--- src/rtl/serial_addsub_pkg.sv ---
// Shared types and constants for the bit-serial add/subtract controller.
// Optional signed overflow output: define SERIAL_ADDSUB_OVF_EN.
package serial_addsub_pkg;

  typedef enum logic [1:0] {
    IDLE = 2'd0,
    RUN  = 2'd1,
    DONE = 2'd2
  } state_t;

  localparam logic MODE_ADD = 1'b1;
  localparam logic MODE_SUB = 1'b0;

endpackage

--- src/rtl/addsub_bit_cell.sv ---
// One-bit full adder / full subtractor; c is carry-in or borrow-in.
module addsub_bit_cell
  import serial_addsub_pkg::*;
(
  input  logic a,
  input  logic b,
  input  logic c,
  input  logic mode,
  output logic s,
  output logic c_next
);

  always_comb begin
    s = a ^ b ^ c;
    if (mode == MODE_ADD) begin
      c_next = (a & b) | (a & c) | (b & c);
    end else begin
      c_next = (~a & b) | (~(a ^ b) & c);
    end
  end

endmodule

--- src/rtl/serial_addsub_ctrl.sv ---
// Bit-serial add/subtract controller, LSB first, one bit per RUN cycle.
// Define SERIAL_ADDSUB_OVF_EN to add the signed overflow output ovf.
module serial_addsub_ctrl
  import serial_addsub_pkg::*;
#(
  parameter int WIDTH = 8
) (
  input  logic             clk,
  input  logic             rst,
  input  logic             start,
  input  logic             mode,
  input  logic [WIDTH-1:0] a,
  input  logic [WIDTH-1:0] b,
  output logic             busy,
  output logic             done,
  output logic [WIDTH-1:0] result,
`ifdef SERIAL_ADDSUB_OVF_EN
  output logic             ovf,
`endif
  output logic             cb_out
);

  localparam int CW = $clog2(WIDTH);
  localparam logic [CW-1:0] CNT_LAST = CW'(WIDTH - 1);

  state_t           state_q, state_d;
  logic [WIDTH-1:0] a_q, a_d;
  logic [WIDTH-1:0] b_q, b_d;
  logic [WIDTH-1:0] res_q, res_d;
  logic [CW-1:0]    cnt_q, cnt_d;
  logic             mode_q, mode_d;
  logic             c_q, c_d;
  logic             s_bit, c_nx;
`ifdef SERIAL_ADDSUB_OVF_EN
  logic             ovf_q, ovf_d;
`endif

  addsub_bit_cell u_cell (
    .a      (a_q[0]),
    .b      (b_q[0]),
    .c      (c_q),
    .mode   (mode_q),
    .s      (s_bit),
    .c_next (c_nx)
  );

  always_comb begin
    state_d = state_q;
    a_d     = a_q;
    b_d     = b_q;
    res_d   = res_q;
    cnt_d   = cnt_q;
    mode_d  = mode_q;
    c_d     = c_q;
`ifdef SERIAL_ADDSUB_OVF_EN
    ovf_d   = ovf_q;
`endif
    unique case (state_q)
      IDLE: begin
        if (start) begin
          state_d = RUN;
          a_d     = a;
          b_d     = b;
          mode_d  = mode;
          cnt_d   = '0;
          c_d     = 1'b0;
        end
      end
      RUN: begin
        a_d   = a_q >> 1;
        b_d   = b_q >> 1;
        c_d   = c_nx;
        res_d = {s_bit, res_q[WIDTH-1:1]};
        if (cnt_q == CNT_LAST) begin
          state_d = DONE;
`ifdef SERIAL_ADDSUB_OVF_EN
          // carry into the MSB is c_q, carry out of it is c_nx
          ovf_d   = c_q ^ c_nx;
`endif
        end else begin
          cnt_d = cnt_q + 1'b1;
        end
      end
      DONE: begin
        state_d = IDLE;
      end
      default: begin
        state_d = IDLE;
      end
    endcase
  end

  always_ff @(posedge clk or posedge rst) begin
    if (rst) begin
      state_q <= IDLE;
      a_q     <= '0;
      b_q     <= '0;
      res_q   <= '0;
      cnt_q   <= '0;
      mode_q  <= 1'b0;
      c_q     <= 1'b0;
`ifdef SERIAL_ADDSUB_OVF_EN
      ovf_q   <= 1'b0;
`endif
    end else begin
      state_q <= state_d;
      a_q     <= a_d;
      b_q     <= b_d;
      res_q   <= res_d;
      cnt_q   <= cnt_d;
      mode_q  <= mode_d;
      c_q     <= c_d;
`ifdef SERIAL_ADDSUB_OVF_EN
      ovf_q   <= ovf_d;
`endif
    end
  end

  assign busy   = (state_q == RUN);
  assign done   = (state_q == DONE);
  assign result = res_q;
  assign cb_out = c_q;
`ifdef SERIAL_ADDSUB_OVF_EN
  assign ovf    = ovf_q;
`endif

endmodule

--- config.mk ---
export PLATFORM = sky130hd
export DESIGN_NAME = serial_addsub_ctrl
export DESIGN_NICKNAME = d
export VERILOG_FILES = /design/src/rtl/serial_addsub_pkg.sv /design/src/rtl/addsub_bit_cell.sv /design/src/rtl/serial_addsub_ctrl.sv
export SDC_FILE = /design/constraint.sdc
export NUM_CORES = 1
export LEC_CHECK = 0
export BUFFER_PORTS_ARGS = -buffer_cell sky130_fd_sc_hd__buf_2
export CAP_MARGIN = 20
export CORE_MARGIN = 2
export CORE_UTILIZATION = 53
export CTS_CLUSTER_DIAMETER = 40
export CTS_CLUSTER_SIZE = 20
export DETAILED_ROUTE_END_ITERATION = 10
export PLACE_DENSITY = 0.78
export RECOVER_POWER = 100
export SETUP_SLACK_MARGIN = 0.15
export SLEW_MARGIN = 20
export SYNTH_ARGS = -nofsm -noshare
export SYNTH_HDL_FRONTEND = slang
export SYNTH_SLANG_ARGS = --single-unit
export TNS_END_PERCENT = 30
--- constraint.sdc ---
create_clock -name clk -period 1.98 [get_ports clk]
set_clock_uncertainty 0.15 [all_clocks]
set_input_delay 0 -clock clk [delete_from_list [all_inputs] [get_ports clk]]
set_output_delay 0 -clock clk [all_outputs]
set_load 0.02 [all_outputs]
==> impl_summary.log, run 1 <==
INFO  metric run_status = finished clean
INFO  metric slew_viol_final = 0
INFO  metric clock_tree.htree_level_count = 2
INFO  metric pwr-share-seq = 42.7%
INFO  metric multi_input_area = 601 sq um
INFO  metric firstDrtPassIters = 4
INFO  metric grt-ovfl-total = 0
INFO  metric synth_largest_area_cell = sky130_fd_sc_hd__dfrtp_1
INFO  metric finalWorstPathRequiredPeriod = about 1.6 ns
INFO  metric cts_repair_resize_count = 0
INFO  metric finalHoldViolCount = 0
INFO  metric post_synth_inst_count = 137
INFO  metric synth_enable_flop_cells = 0
INFO  metric p_per_cell_area = roughly 1400 nW/um^2
INFO  metric synth.avg_cell_area = 10.7 sq um
INFO  metric num_io_pins = 31
INFO  metric first_global_vias = between 1000 and 1500
INFO  metric worstMarginPinSlew = 0.764 ns
INFO  metric cts-hold-fix-buffers = 19
INFO  metric crit_path_top_delay_cell = sky130_fd_sc_hd__dfrtp_1
INFO  metric layout.area.seq = 776 sq um
INFO  metric sequential_share_of_the_synthesized_area = 52.9%
INFO  metric yosys_warnings = 0
INFO  metric worst_skew_pair.late_latency = 0.33 ns
INFO  metric dieWidth = 56.6 um
INFO  metric critical_path_arrival = 1.49 ns
INFO  metric layout.filler_cells = 229
INFO  metric clock_tree.root_cell = sky130_fd_sc_hd__clkbuf_4
INFO  metric pre_cts_setup_slack = 0.401 ns
INFO  metric critical_path_maximum_fanout = 12
INFO  metric synth.distinct_cells = 27
INFO  metric buffer_ports.inserted = 30
INFO  metric switching_share = 40.3%
INFO  metric path_cells = nand2b_1, inv_1, clkbuf_1
INFO  metric comb_power_share = 43.4%
INFO  metric crit_path_start_kind = flop
INFO  metric drt_wl_total = 3210 um
INFO  metric fin_tns_setup = 0 ns
INFO  metric total_switching_power = between 1 and 1.5 mW
INFO  metric antenna_cells_inserted = 0
INFO  metric synth_top_cells_by_area = sky130_fd_sc_hd__dfrtp_1, sky130_fd_sc_hd__o22ai_1, sky130_fd_sc_hd__mux2_2, sky130_fd_sc_hd__a21oi_1, sky130_fd_sc_hd__o21ai_0
INFO  metric clock_path_buffers = 2
INFO  metric die_h = 56.6 um
INFO  metric worstHoldPathType = input port to asynchronous set/reset pin
INFO  metric max_stage_delay = about 0.45 ns
INFO  metric routed-via-count = 1246
INFO  metric setup_repair_after_global_routing_missed_its_margin = false
INFO  metric routed_via_density = 5.64
INFO  metric critPathCaptureType = primary output
INFO  metric globalplace.congestion = 0.757
INFO  metric design.die.area = 3200 sq um
INFO  metric drc = 0
INFO  metric dominantRegCellSynth = sky130_fd_sc_hd__dfrtp_1
INFO  metric final_cells = around 220
INFO  metric worstRegToRegCells = 4
INFO  metric initial_utilization = 54.6%
INFO  metric layout-area-overhead-vs-synth = 27.8%
INFO  metric drive_gt1_share = a little under a quarter
INFO  metric nNetsFinal = 214
INFO  metric category_of_the_critical_setup_timing_path = flop to primary output
INFO  metric postLayoutSetupSlackWorst = 0.337 ns
INFO  metric grt_first_pass_wirelength = 5690 um
INFO  metric drv_cap = 0
INFO  metric period_share = 83.0%
INFO  metric p_int = 1.61 mW
INFO  metric synthArstFlopShare = 100%
INFO  metric timing.fmax = 609 MHz
INFO  metric floorplan.core_area = 2690 sq um
INFO  metric wl_per_cell = 14.5 um
INFO  metric tritoncts_sink_count = 31
INFO  metric clockPowerShare = 13.9%
INFO  metric worst_ir_drop_vdd = 1.08 mV
INFO  metric tritoncts_clock_tree = built
INFO  metric antenna_violations_before_repair = 0
INFO  metric grt_util_all_layers = about 23%
INFO  metric cellLeakagePower = 0.840 nW
INFO  metric syn_nets = between 150 and 200
INFO  metric report.final.setup_viol = 0
INFO  metric rows = 19
INFO  metric drt.antenna.violating_nets = 0
INFO  metric detailed_place_hpwl = 2110 um
INFO  metric placed_cells = 195
INFO  metric total_cts_buffers = 5
INFO  metric synth_largest_type_area_fraction = 52.9%
INFO  metric worst_ep_required_time = between 1.5 and 2 ns
INFO  metric ys_ff_latch = 31
INFO  metric postCtsSetupRepairBufs = 0
INFO  metric clkSlewWorstSetupHoldPaths = 0.09 ns
INFO  metric grt_max_degree = 32
INFO  metric first_iter_violations = 32
INFO  metric finish.utilization = 69.8%
INFO  metric syn-cell-area = 1470 sq um
INFO  metric relSlewSlack = 49.0%
[metrics by stage]
stage	area, sq um	power (mW)	hold WS, ns
floorplan	1470	2.01	-0.0465
global placement	1650	2.26	-0.0616
detailed placement	1650	2.35	-0.0486
CTS	1900	2.75	0.140
global route	1870	2.92	0.313
finish	1870	2.69	0.269
[logic make-up (layout without fill, tap and decap cells)]
logic type | after synthesis | after routing | synth area share, %
simple gates | 25 | 25 | 9.47
fa+ha+maj | 4 | 4 | 4.44
mux | 8 | 8 | 6.14
buf+inv | 19 | 72 | 6.14
compound gates | 50 | 50 | 20.9
flops | 31 | 31 | 52.9
[final cells by class]
class,instances,area share (%)
inverter,9,1.80
tap,31,2.07
multi-input combinational,87,32.0
timing repair buffer,56,19.7
sequential,31,41.4
clock buffer,6,2.74
clock inverter,1,0.267
[worst max-delay path: cells and delay by family (launching register included)]
family | cells | cell delay, ns
buf+inv | 2 | 0.37
flops | 1 | 0.45
simple gates | 1 | 0.34
[path summary, 6_finish.rpt]
path / endpoint / slack [ns] / startpoint
setup / recovery: busy / 0.34 / state_q[0]
min in group clk: mode_q / 0.30 / mode
max in group asynchronous: result[6] / 0.92 / rst
setup reg to reg: b_q[0] / 0.37 / state_q[0]
hold reg to reg: a_q[3] / 0.36 / a_q[3]
hold / removal: result[0] / 0.27 / rst
[power by group through the flow]
stage	clock network, mW	registers [mW]	logic, mW
3_3_place_gp	0	1.13	1.13
4_1_cts	0.381	1.14	1.22
2_1_floorplan	0	1.22	0.792
5_1_grt	0.416	1.20	1.31
3_5_place_dp	0	1.16	1.19
6_report	0.374	1.15	1.17
[sequential cells by signal, indices dropped and copies added (netlist names)]
name,cells
mode_q,1
state_q,2
cnt_q,3
cb_out,1
result,8
b_q,8
a_q,8
[cells in the mapped netlist (2+ instances only)]
master / number
sky130_fd_sc_hd__dfrtp_1: 31
sky130_fd_sc_hd__o22ai_1: 17
sky130_fd_sc_hd__a21oi_1: 14
sky130_fd_sc_hd__inv_1: 9
sky130_fd_sc_hd__o21ai_0: 9
sky130_fd_sc_hd__mux2_2: 8
sky130_fd_sc_hd__buf_2: 6
sky130_fd_sc_hd__nor2_1: 6
sky130_fd_sc_hd__nand2_1: 5
sky130_fd_sc_hd__nor3_1: 4
sky130_fd_sc_hd__a22oi_1: 3
sky130_fd_sc_hd__nand2b_1: 3
sky130_fd_sc_hd__o2bb2ai_1: 3
sky130_fd_sc_hd__fa_1: 2
sky130_fd_sc_hd__ha_1: 2
sky130_fd_sc_hd__nor3b_1: 2
sky130_fd_sc_hd__o22a_1: 2
sky130_fd_sc_hd__or3b_2: 2
[placed cells by master, fill, tap and decap left out, drive strengths merged, types with 2 or more instances in the layout]
cell type    synthesis  final
a21oi               14     14
a22oi                3      3
buf                  9     23
clkbuf               1     20
dfrtp               31     31
dlygate4sd3          0     19
fa                   2      2
ha                   2      2
inv                  9      9
mux2                 8      8
nand2                5      5
nand2b               3      3
nor2                 6      6
nor3                 4      4
nor3b                2      2
o21ai               10     10
o22a                 2      2
o22ai               17     17
o2bb2ai              3      3
or3b                 2      2
[routing by layer]
metal,track usage [%],up-vias,share of wire [%]
li1,-,594,-
met1,27.9,604,40
met2,39.5,43,52
met3,5.07,5,6.3
met4,10.2,0,1.4
met5,0,-,0
(Power assumes the default switching activity.)
==> inputs of run 2 (changes only) <==
--- a/config.mk
+++ b/config.mk
@@ -5,14 +5,15 @@
 export SDC_FILE = /design/constraint.sdc
 export NUM_CORES = 1
 export LEC_CHECK = 0
+export ABC_AREA = 1
 export BUFFER_PORTS_ARGS = -buffer_cell sky130_fd_sc_hd__buf_2
 export CAP_MARGIN = 20
 export CORE_MARGIN = 2
-export CORE_UTILIZATION = 53
+export CORE_UTILIZATION = 49
 export CTS_CLUSTER_DIAMETER = 40
 export CTS_CLUSTER_SIZE = 20
 export DETAILED_ROUTE_END_ITERATION = 10
-export PLACE_DENSITY = 0.78
+export PLACE_DENSITY = 0.75
 export RECOVER_POWER = 100
 export SETUP_SLACK_MARGIN = 0.15
 export SLEW_MARGIN = 20
==> constraint.sdc (replaced) <==
create_clock -name clk -period 1.5 [get_ports clk]
set_clock_uncertainty 0.15 [all_clocks]
set_input_delay 0 -clock clk [delete_from_list [all_inputs] [get_ports clk]]
set_output_delay 0 -clock clk [all_outputs]
set_load 0.02 [all_outputs]
==> run 2 against run 1 <==
Clock power up 24%; first-iteration DRC count grew to 2.7 times the previous value; sequential share of layout area decreased by 5.9 points; sequential cell count unchanged; register-to-register slack worse by 0.25 ns; worst setup slack worse by 0.22 ns; synthesized cell count up 49%; critical path depth rose by 2; synthesized area up 8.4%; critical path type is now flop to flop; highest routed layer unchanged.
==> impl_summary.log, run 2 <==
INFO  metric dominantRegCellSynth = sky130_fd_sc_hd__dfrtp_1 (unchanged)
INFO  metric drt_wl_total = 3770 um (was 3210 um)
INFO  metric clkSlewWorstSetupHoldPaths = 0.09 ns (about the same)
INFO  metric run_status = finished clean (unchanged)
INFO  metric detailed_place_hpwl = 2070 um (was 2110 um)
INFO  metric yosys_warnings = 0 (unchanged)
INFO  metric drv_cap = 0 (unchanged)
INFO  metric placed_cell_area = 1810 sq um (was 1650 sq um)
INFO  metric antenna_cells_inserted = 0 (unchanged)
INFO  metric finish.instance_area = 2190 sq um (was 1870 sq um)
INFO  metric total_switching_power = 1.87 mW (was 1.08 mW)
INFO  metric antenna_violations_before_repair = 0 (unchanged)
INFO  metric globalplace.congestion = 0.760 (was 0.757)
INFO  metric die_h = 61.0 um (was 56.6 um)
INFO  metric p_int = 2.35 mW (was 1.61 mW)
INFO  metric num_io_pins = 31 (unchanged)
INFO  metric worst_setup_path_start = cb_out (was state_q[0])
INFO  metric finalWorstPathRequiredPeriod = 1.38 ns
INFO  metric grt_util_all_layers = 22.0% (was 23.1%)
INFO  metric reg2reg_slack = 0.12 ns (was 0.37 ns)
INFO  metric slew_viol_final = 0 (unchanged)
INFO  metric grt_first_pass_wirelength = 5860 um (was 5690 um)
INFO  metric finish.utilization = 71.3% (was 69.8%)
INFO  metric setup_repair_after_global_routing_missed_its_margin = true (was false)
INFO  metric endpoint = cb_out (was busy)
INFO  metric switching_share = 44.3% (was 40.3%)
INFO  metric synth_enable_flop_cells = 0 (unchanged)
INFO  metric fin_total_pwr = 4.22 mW (was 2.69 mW)
INFO  metric mostFrequentLayoutCells = sky130_fd_sc_hd__nand2_1, sky130_fd_sc_hd__nand3_1, sky130_fd_sc_hd__inv_1 (was sky130_fd_sc_hd__dfrtp_1, sky130_fd_sc_hd__dlygate4sd3_1, sky130_fd_sc_hd__buf_2)
INFO  metric p_per_cell_area = 1930 nW/um^2 (was 1440 nW/um^2)
INFO  metric synth.distinct_cells = 16 (was 27)
INFO  metric regToRegEndpoint = cb_out (was b_q[0])
INFO  metric rows = 20 (was 19)
INFO  metric cellLeakagePower = 1.19 nW (was 0.840 nW)
INFO  metric synthArstFlopShare = 100% (unchanged)
INFO  metric worst_skew_pair.late_latency = 0.34 ns (was 0.33 ns)
INFO  metric synth_top_cells_by_area = sky130_fd_sc_hd__dfrtp_1, sky130_fd_sc_hd__nand3_1, sky130_fd_sc_hd__nand2_1, sky130_fd_sc_hd__inv_1, sky130_fd_sc_hd__fa_1 (was sky130_fd_sc_hd__dfrtp_1, sky130_fd_sc_hd__o22ai_1, sky130_fd_sc_hd__mux2_2, sky130_fd_sc_hd__a21oi_1, sky130_fd_sc_hd__o21ai_0)
INFO  metric drt.antenna.violating_nets = 0 (unchanged)
INFO  metric routed-via-count = 1517 (was 1246)
INFO  metric period_share = 92.2%
INFO  metric nNetsFinal = 291 (was 214)
INFO  metric worstMarginPinSlew = 0.758 ns (was 0.764 ns)
INFO  metric grt-ovfl-total = 0 (unchanged)
INFO  metric postLayoutSetupSlackWorst = 0.117 ns (was 0.337 ns)
INFO  metric synth_largest_area_cell = sky130_fd_sc_hd__dfrtp_1 (unchanged)
INFO  metric synthTopCellsByCount = sky130_fd_sc_hd__nand2_1, sky130_fd_sc_hd__nand3_1, sky130_fd_sc_hd__inv_1 (was sky130_fd_sc_hd__dfrtp_1, sky130_fd_sc_hd__o22ai_1, sky130_fd_sc_hd__a21oi_1)
INFO  metric clock_tree.htree_level_count = 2 (unchanged)
INFO  metric first_iter_violations = 85 (was 32)
INFO  metric first_global_vias = 1428 (was 1250)
INFO  metric layout.filler_cells = 240 (was 229)
INFO  metric worst_hold_slack = 0.255 ns (was 0.269 ns)
INFO  metric worst_ir_drop_vdd = 1.18 mV (was 1.08 mV)
INFO  metric pwr-share-seq = 36.1% (was 42.7%)
INFO  metric final_cells = 312 (was 221)
INFO  metric syn-cell-area = 1590 sq um (was 1470 sq um)
INFO  metric placed_cells = 277 (was 195)
INFO  metric worstHoldPathType = input port to flop (was input port to asynchronous set/reset pin)
INFO  metric drc = 0 (unchanged)
INFO  metric comb_power_share = 53.0% (was 43.4%)
INFO  metric drive_gt1_share = 22.8% (was 22.6%)
INFO  metric layout.cells.most_common = sky130_fd_sc_hd__nand2_1 (was sky130_fd_sc_hd__dfrtp_1)
INFO  metric synth.most_common_cell = sky130_fd_sc_hd__nand2_1 (was sky130_fd_sc_hd__dfrtp_1)
INFO  metric layout-area-overhead-vs-synth = 37.9% (was 27.8%)
INFO  metric critPathCaptureType = flop (was primary output)
INFO  metric multi_input_area = 683 sq um (was 601 sq um)
INFO  metric r2r_start = cb_out (was state_q[0])
INFO  metric synth_largest_type_area_fraction = 48.8% (was 52.9%)
INFO  metric sequential_share_of_the_synthesized_area = 48.8% (was 52.9%)
INFO  metric floorplan.core_area = 3080 sq um (was 2690 sq um)
INFO  metric tritoncts_sink_count = 31 (unchanged)
INFO  metric buffer_ports.inserted = 30 (unchanged)
INFO  metric category_of_the_critical_setup_timing_path = flop to flop (was flop to primary output)
INFO  metric synth.avg_cell_area = 7.80 sq um (was 10.7 sq um)
INFO  metric critical_path_maximum_fanout = 4 (was 12)
INFO  metric clock_tree.root_cell = sky130_fd_sc_hd__clkbuf_4 (unchanged)
INFO  metric wl_per_cell = 12.1 um (was 14.5 um)
INFO  metric initial_utilization = 51.7% (was 54.6%)
INFO  metric finalHoldViolCount = 0 (unchanged)
INFO  metric grt_max_degree = 32 (unchanged)
INFO  metric min_delay_path_depth = 4
INFO  metric pre_cts_setup_slack = 0.0994 ns (was 0.401 ns)
INFO  metric clock_path_buffers = 2 (unchanged)
INFO  metric fin_tns_setup = 0 ns (unchanged)
INFO  metric clockPowerShare = 11.0% (was 13.9%)
INFO  metric firstDrtPassIters = 4 (unchanged)
INFO  metric worstRegToRegCells = 5 (was 4)
INFO  metric syn_nets = 228 (was 161)
INFO  metric total_cts_buffers = 5 (unchanged)
INFO  metric post_synth_inst_count = 204 (was 137)
INFO  metric report.final.setup_viol = 0 (unchanged)
INFO  metric timing.fmax = 723 MHz
INFO  metric tritoncts_clock_tree = built (unchanged)
INFO  metric critical_path_arrival = 1.49 ns (about the same)
INFO  metric crit_path_start_kind = flop (unchanged)
INFO  metric ys_ff_latch = 31 (unchanged)
INFO  metric worst_ep_required_time = 1.61 ns (was 1.83 ns)
INFO  metric layout.area.seq = 778 sq um (was 776 sq um)
INFO  metric routed_via_density = 4.86 (was 5.64)
INFO  metric relSlewSlack = 49.5% (was 49.0%)
INFO  metric design.die.area = 3720 sq um (was 3200 sq um)
INFO  metric dieWidth = 61.0 um (was 56.6 um)
run 2: routing by layer:
layer | track usage (%) | share of wire [%] | up-vias
li1 | - | - | 760
met1 | 24.5 | 42 | 695
met2 | 38.4 | 51 | 55
met3 | 7.89 | 5.5 | 7
met4 | 8.39 | 1.5 | 0
met5 | 0 | 0 | -
run 2: cell type report:
type,instances,area share (%)
clock buffer,7,2.05
clock inverter,1,0.228
inverter,36,6.50
multi-input combinational,127,31.1
sequential,31,35.5
tap,44,2.51
timing repair buffer,66,22.1
run 2: cell families after synthesis:
logic type | share of synthesized area (%)
buffers and inverters | 12.5
DFF | 48.8
AOI/OAI and AO/OA | 1.57
adders and majority gates | 4.09
and+or+nand+nor | 33.0
run 2: worst min-delay path by stage:
stage | to | from
detailed placement | cnt_q[2] | rst
global route | b_q[7] | b[7]
global placement | cnt_q[2] | rst
finish | mode_q | mode
CTS | b_q[6] | rst
floorplan | a_q[0] | rst
run 2: power by group through the flow:
stage	Clock (mW)	Combinational (mW)	Sequential, mW
floorplan	0	1.27	1.58
global placement	0	1.81	1.50
detailed placement	0	1.85	1.50
CTS	0.468	2.06	1.49
global route	0.520	2.52	1.57
finish	0.463	2.24	1.52
run 2: repair_timing:
| action | in CTS | in global routing |
|---|---|---|
| pin swaps | 3 | 2 |
| resized for setup | 11 | 18 |
| hold buffers | 19 | 0 |
| hold endpoints to repair | 50 | 0 |
| setup endpoints to repair | 21 | 26 |
| buffers inserted | 3 | 5 |
| gates cloned | 0 | 0 |
run 2: critical path: stages (launching register included):
cell and delay (ns):
sky130_fd_sc_hd__dfrtp_2 0.41, sky130_fd_sc_hd__inv_2 0.05, sky130_fd_sc_hd__fa_1 0.42, sky130_fd_sc_hd__nand2_1 0.08, sky130_fd_sc_hd__o21ai_0 0.08, sky130_fd_sc_hd__o21ai_1 0.11
==> inputs of run 3 (changes only) <==
--- a/config.mk
+++ b/config.mk
@@ -14,7 +14,7 @@
 export CTS_CLUSTER_SIZE = 20
 export DETAILED_ROUTE_END_ITERATION = 10
 export PLACE_DENSITY = 0.75
-export RECOVER_POWER = 100
+export RECOVER_POWER = 25
 export SETUP_SLACK_MARGIN = 0.15
 export SLEW_MARGIN = 20
 export SYNTH_ARGS = -nofsm -noshare
==> run 3 against run 2 <==
Global-route usage is the same; utilization is 0.77 points higher; design area increased by 1.1%; die area unchanged; cell count stayed put; critical path depth did not move; sequential cell count is the same; count of clock-buffer cells in the layout unchanged; via count is 0.73% lower; sequential share of layout area shrank 0.32 points; worst hold slack better by 0.00078 ns; largest power group unchanged.
==> impl_summary.log, run 3 (synthesis results as in run 2) <==
INFO  metric slew_viol_final = 0 (unchanged)
INFO  metric initial_utilization = 51.7% (unchanged)
INFO  metric design.die.area = 3720 sq um (unchanged)
INFO  metric clock_path_buffers = 2 (unchanged)
INFO  metric layout-area-overhead-vs-synth = 39.4% (was 37.9%)
INFO  metric worstHoldPathType = input port to asynchronous set/reset pin (was input port to flop)
INFO  metric worstRegToRegCells = 5 (unchanged)
INFO  metric cellLeakagePower = 1.22 nW (was 1.19 nW)
INFO  metric drc = 0 (unchanged)
INFO  metric critical_path_maximum_fanout = 4 (unchanged)
INFO  metric reg2reg_slack = 0.13 ns (was 0.12 ns)
INFO  metric layout.cells.most_common = sky130_fd_sc_hd__nand2_1 (unchanged)
INFO  metric buffer_ports.inserted = 30 (unchanged)
INFO  metric grt_util_all_layers = 22.0% (unchanged)
INFO  metric worstMarginPinSlew = 0.758 ns (about the same)
INFO  metric worst_skew_pair.late_latency = 0.34 ns (about the same)
INFO  metric category_of_the_critical_setup_timing_path = flop to flop (unchanged)
INFO  metric drt_wl_total = 3760 um (was 3770 um)
INFO  metric placed_cells = 277 (unchanged)
INFO  metric finalWorstPathRequiredPeriod = 1.37 ns (was 1.38 ns)
INFO  metric nNetsFinal = 291 (unchanged)
INFO  metric tritoncts_sink_count = 31 (unchanged)
INFO  metric regToRegEndpoint = cb_out (unchanged)
INFO  metric timing.fmax = 732 MHz (was 723 MHz)
INFO  metric period_share = 91.1% (was 92.2%)
INFO  metric first_global_vias = 1428 (unchanged)
INFO  metric relSlewSlack = 49.5% (about the same)
INFO  metric detailed_place_hpwl = 2070 um (unchanged)
INFO  metric layout.area.seq = 779 sq um (was 778 sq um)
INFO  metric drt.antenna.violating_nets = 0 (unchanged)
INFO  metric fin_tns_setup = 0 ns (unchanged)
INFO  metric run_status = finished clean (unchanged)
INFO  metric p_per_cell_area = 1920 nW/um^2 (was 1930 nW/um^2)
INFO  metric mostFrequentLayoutCells = sky130_fd_sc_hd__nand2_1, sky130_fd_sc_hd__nand3_1, sky130_fd_sc_hd__inv_1 (unchanged)
INFO  metric report.final.setup_viol = 0 (unchanged)
INFO  metric first_iter_violations = 69 (was 85)
INFO  metric r2r_start = cb_out (unchanged)
INFO  metric grt_max_degree = 32 (unchanged)
INFO  metric crit_path_start_kind = flop (unchanged)
INFO  metric fin_total_pwr = 4.26 mW (was 4.22 mW)
INFO  metric total_cts_buffers = 5 (unchanged)
INFO  metric clock_tree.htree_level_count = 2 (unchanged)
INFO  metric clkSlewWorstSetupHoldPaths = 0.10 ns (was 0.09 ns)
INFO  metric num_io_pins = 31 (unchanged)
INFO  metric critical_path_arrival = 1.48 ns (was 1.49 ns)
INFO  metric globalplace.congestion = 0.760 (unchanged)
INFO  metric final_cells = 312 (unchanged)
INFO  metric dieWidth = 61.0 um (unchanged)
INFO  metric tritoncts_clock_tree = built (unchanged)
INFO  metric setup_repair_after_global_routing_missed_its_margin = true (unchanged)
INFO  metric antenna_violations_before_repair = 0 (unchanged)
INFO  metric die_h = 61.0 um (unchanged)
INFO  metric drv_cap = 0 (unchanged)
INFO  metric firstDrtPassIters = 4 (unchanged)
INFO  metric layout.filler_cells = 229 (was 240)
INFO  metric wl_per_cell = 12.0 um (was 12.1 um)
INFO  metric grt-ovfl-total = 0 (unchanged)
INFO  metric multi_input_area = 694 sq um (was 683 sq um)
INFO  metric drive_gt1_share = 26.9% (was 22.8%)
INFO  metric worst_ir_drop_vdd = 1.19 mV (was 1.18 mV)
INFO  metric rows = 20 (unchanged)
INFO  metric routed_via_density = 4.83 (was 4.86)
INFO  metric grt_first_pass_wirelength = 5860 um (unchanged)
INFO  metric clock_tree.root_cell = sky130_fd_sc_hd__clkbuf_4 (unchanged)
INFO  metric finalHoldViolCount = 0 (unchanged)
INFO  metric routed-via-count = 1506 (was 1517)
INFO  metric worst_ep_required_time = 1.61 ns (about the same)
INFO  metric antenna_cells_inserted = 0 (unchanged)
INFO  metric critPathCaptureType = flop (unchanged)
INFO  metric floorplan.core_area = 3080 sq um (unchanged)
run 3: cell types whose count changed in the layout (fill, tap and decap cells not counted):
cell | previous run | this run
sky130_fd_sc_hd__buf_2 | 20 | 29
sky130_fd_sc_hd__clkbuf_1 | 11 | 2
sky130_fd_sc_hd__nor2_2 | 1 | 2
sky130_fd_sc_hd__dfrtp_1 | 29 | 28
sky130_fd_sc_hd__o21ai_0 | 4 | 3
sky130_fd_sc_hd__nor2_1 | 2 | 1
sky130_fd_sc_hd__o21ai_1 | 1 | 2
sky130_fd_sc_hd__dfrtp_2 | 2 | 3
sky130_fd_sc_hd__nand2_8 | 2 | 3
sky130_fd_sc_hd__nand2_4 | 1 | 0
run 3: cell type report:
cell class                      count  share of cell area (%)
Inverter                           36                    6.43
Clock inverter                      1                   0.226
Tap cell                           44                    2.48
Multi-Input combinational cell    127                    31.3
Timing Repair Buffer               66                    22.3
Sequential cell                    31                    35.2
Clock buffer                        7                    2.03
run 3: how the worst max path moves through the flow:
| stage | startpoint | to | slack, ns | depth (start not counted) |
|---|---|---|---|---|
| after detailed placement | cnt_q[0] | cnt_q[0] | 0.1 | 6 |
| after global routing | cb_out | cb_out | 0.06 | 5 |
| after floorplan | cnt_q[0] | cnt_q[0] | 0.15 | 6 |
| after CTS | state_q[1] | a_q[1] | 0.14 | 6 |
| final | cb_out | cb_out | 0.13 | 5 |
| after global placement | cnt_q[0] | cnt_q[2] | 0.12 | 6 |
run 3: layer usage:
metal	up-vias	global-route usage [%]	wire [um]
met5	-	0	0
met4	0	8.39	55
met1	705	24.5	1650
met3	7	7.89	158
met2	33	38.4	1890
li1	761	-	-
run 3: report_power, final:
part	internal, mW	switching (mW)	leakage [nW]
Sequential	1.24	0.282	0.377
Clock	0.182	0.278	0.0293
Combinational	0.970	1.31	0.815
Total	2.39	1.87	1.22
run 3: repair_timing:
| item | in CTS | in global routing |
|---|---|---|
| endpoints found under the setup margin | 21 | 26 |
| pin swaps | 3 | 2 |
| endpoints found under the hold margin | 50 | 0 |
| hold buffers | 19 | 0 |
| setup buffers | 3 | 5 |
| resized for setup | 11 | 18 |
run 3: worst max-delay path, stage by stage, from the launching register on:
cell and delay [ns]:
sky130_fd_sc_hd__dfrtp_2 0.41, sky130_fd_sc_hd__inv_2 0.05, sky130_fd_sc_hd__fa_1 0.42, sky130_fd_sc_hd__nand2_1 0.09
sky130_fd_sc_hd__o21ai_1 0.07, sky130_fd_sc_hd__o21ai_1 0.11
run 3: stage by stage:
stage               cell area (sq um)  setup WS, ns  utilization, %  hold WS, ns
floorplan                        1590         0.145               -      -0.0466
global placement                 1810         0.117            58.9      -0.0521
detailed placement               1810        0.0994            58.9      -0.0541
CTS                              2120         0.142            68.9        0.128
global route                     2220        0.0640            72.0        0.260
finish                           2220         0.133            72.0        0.255
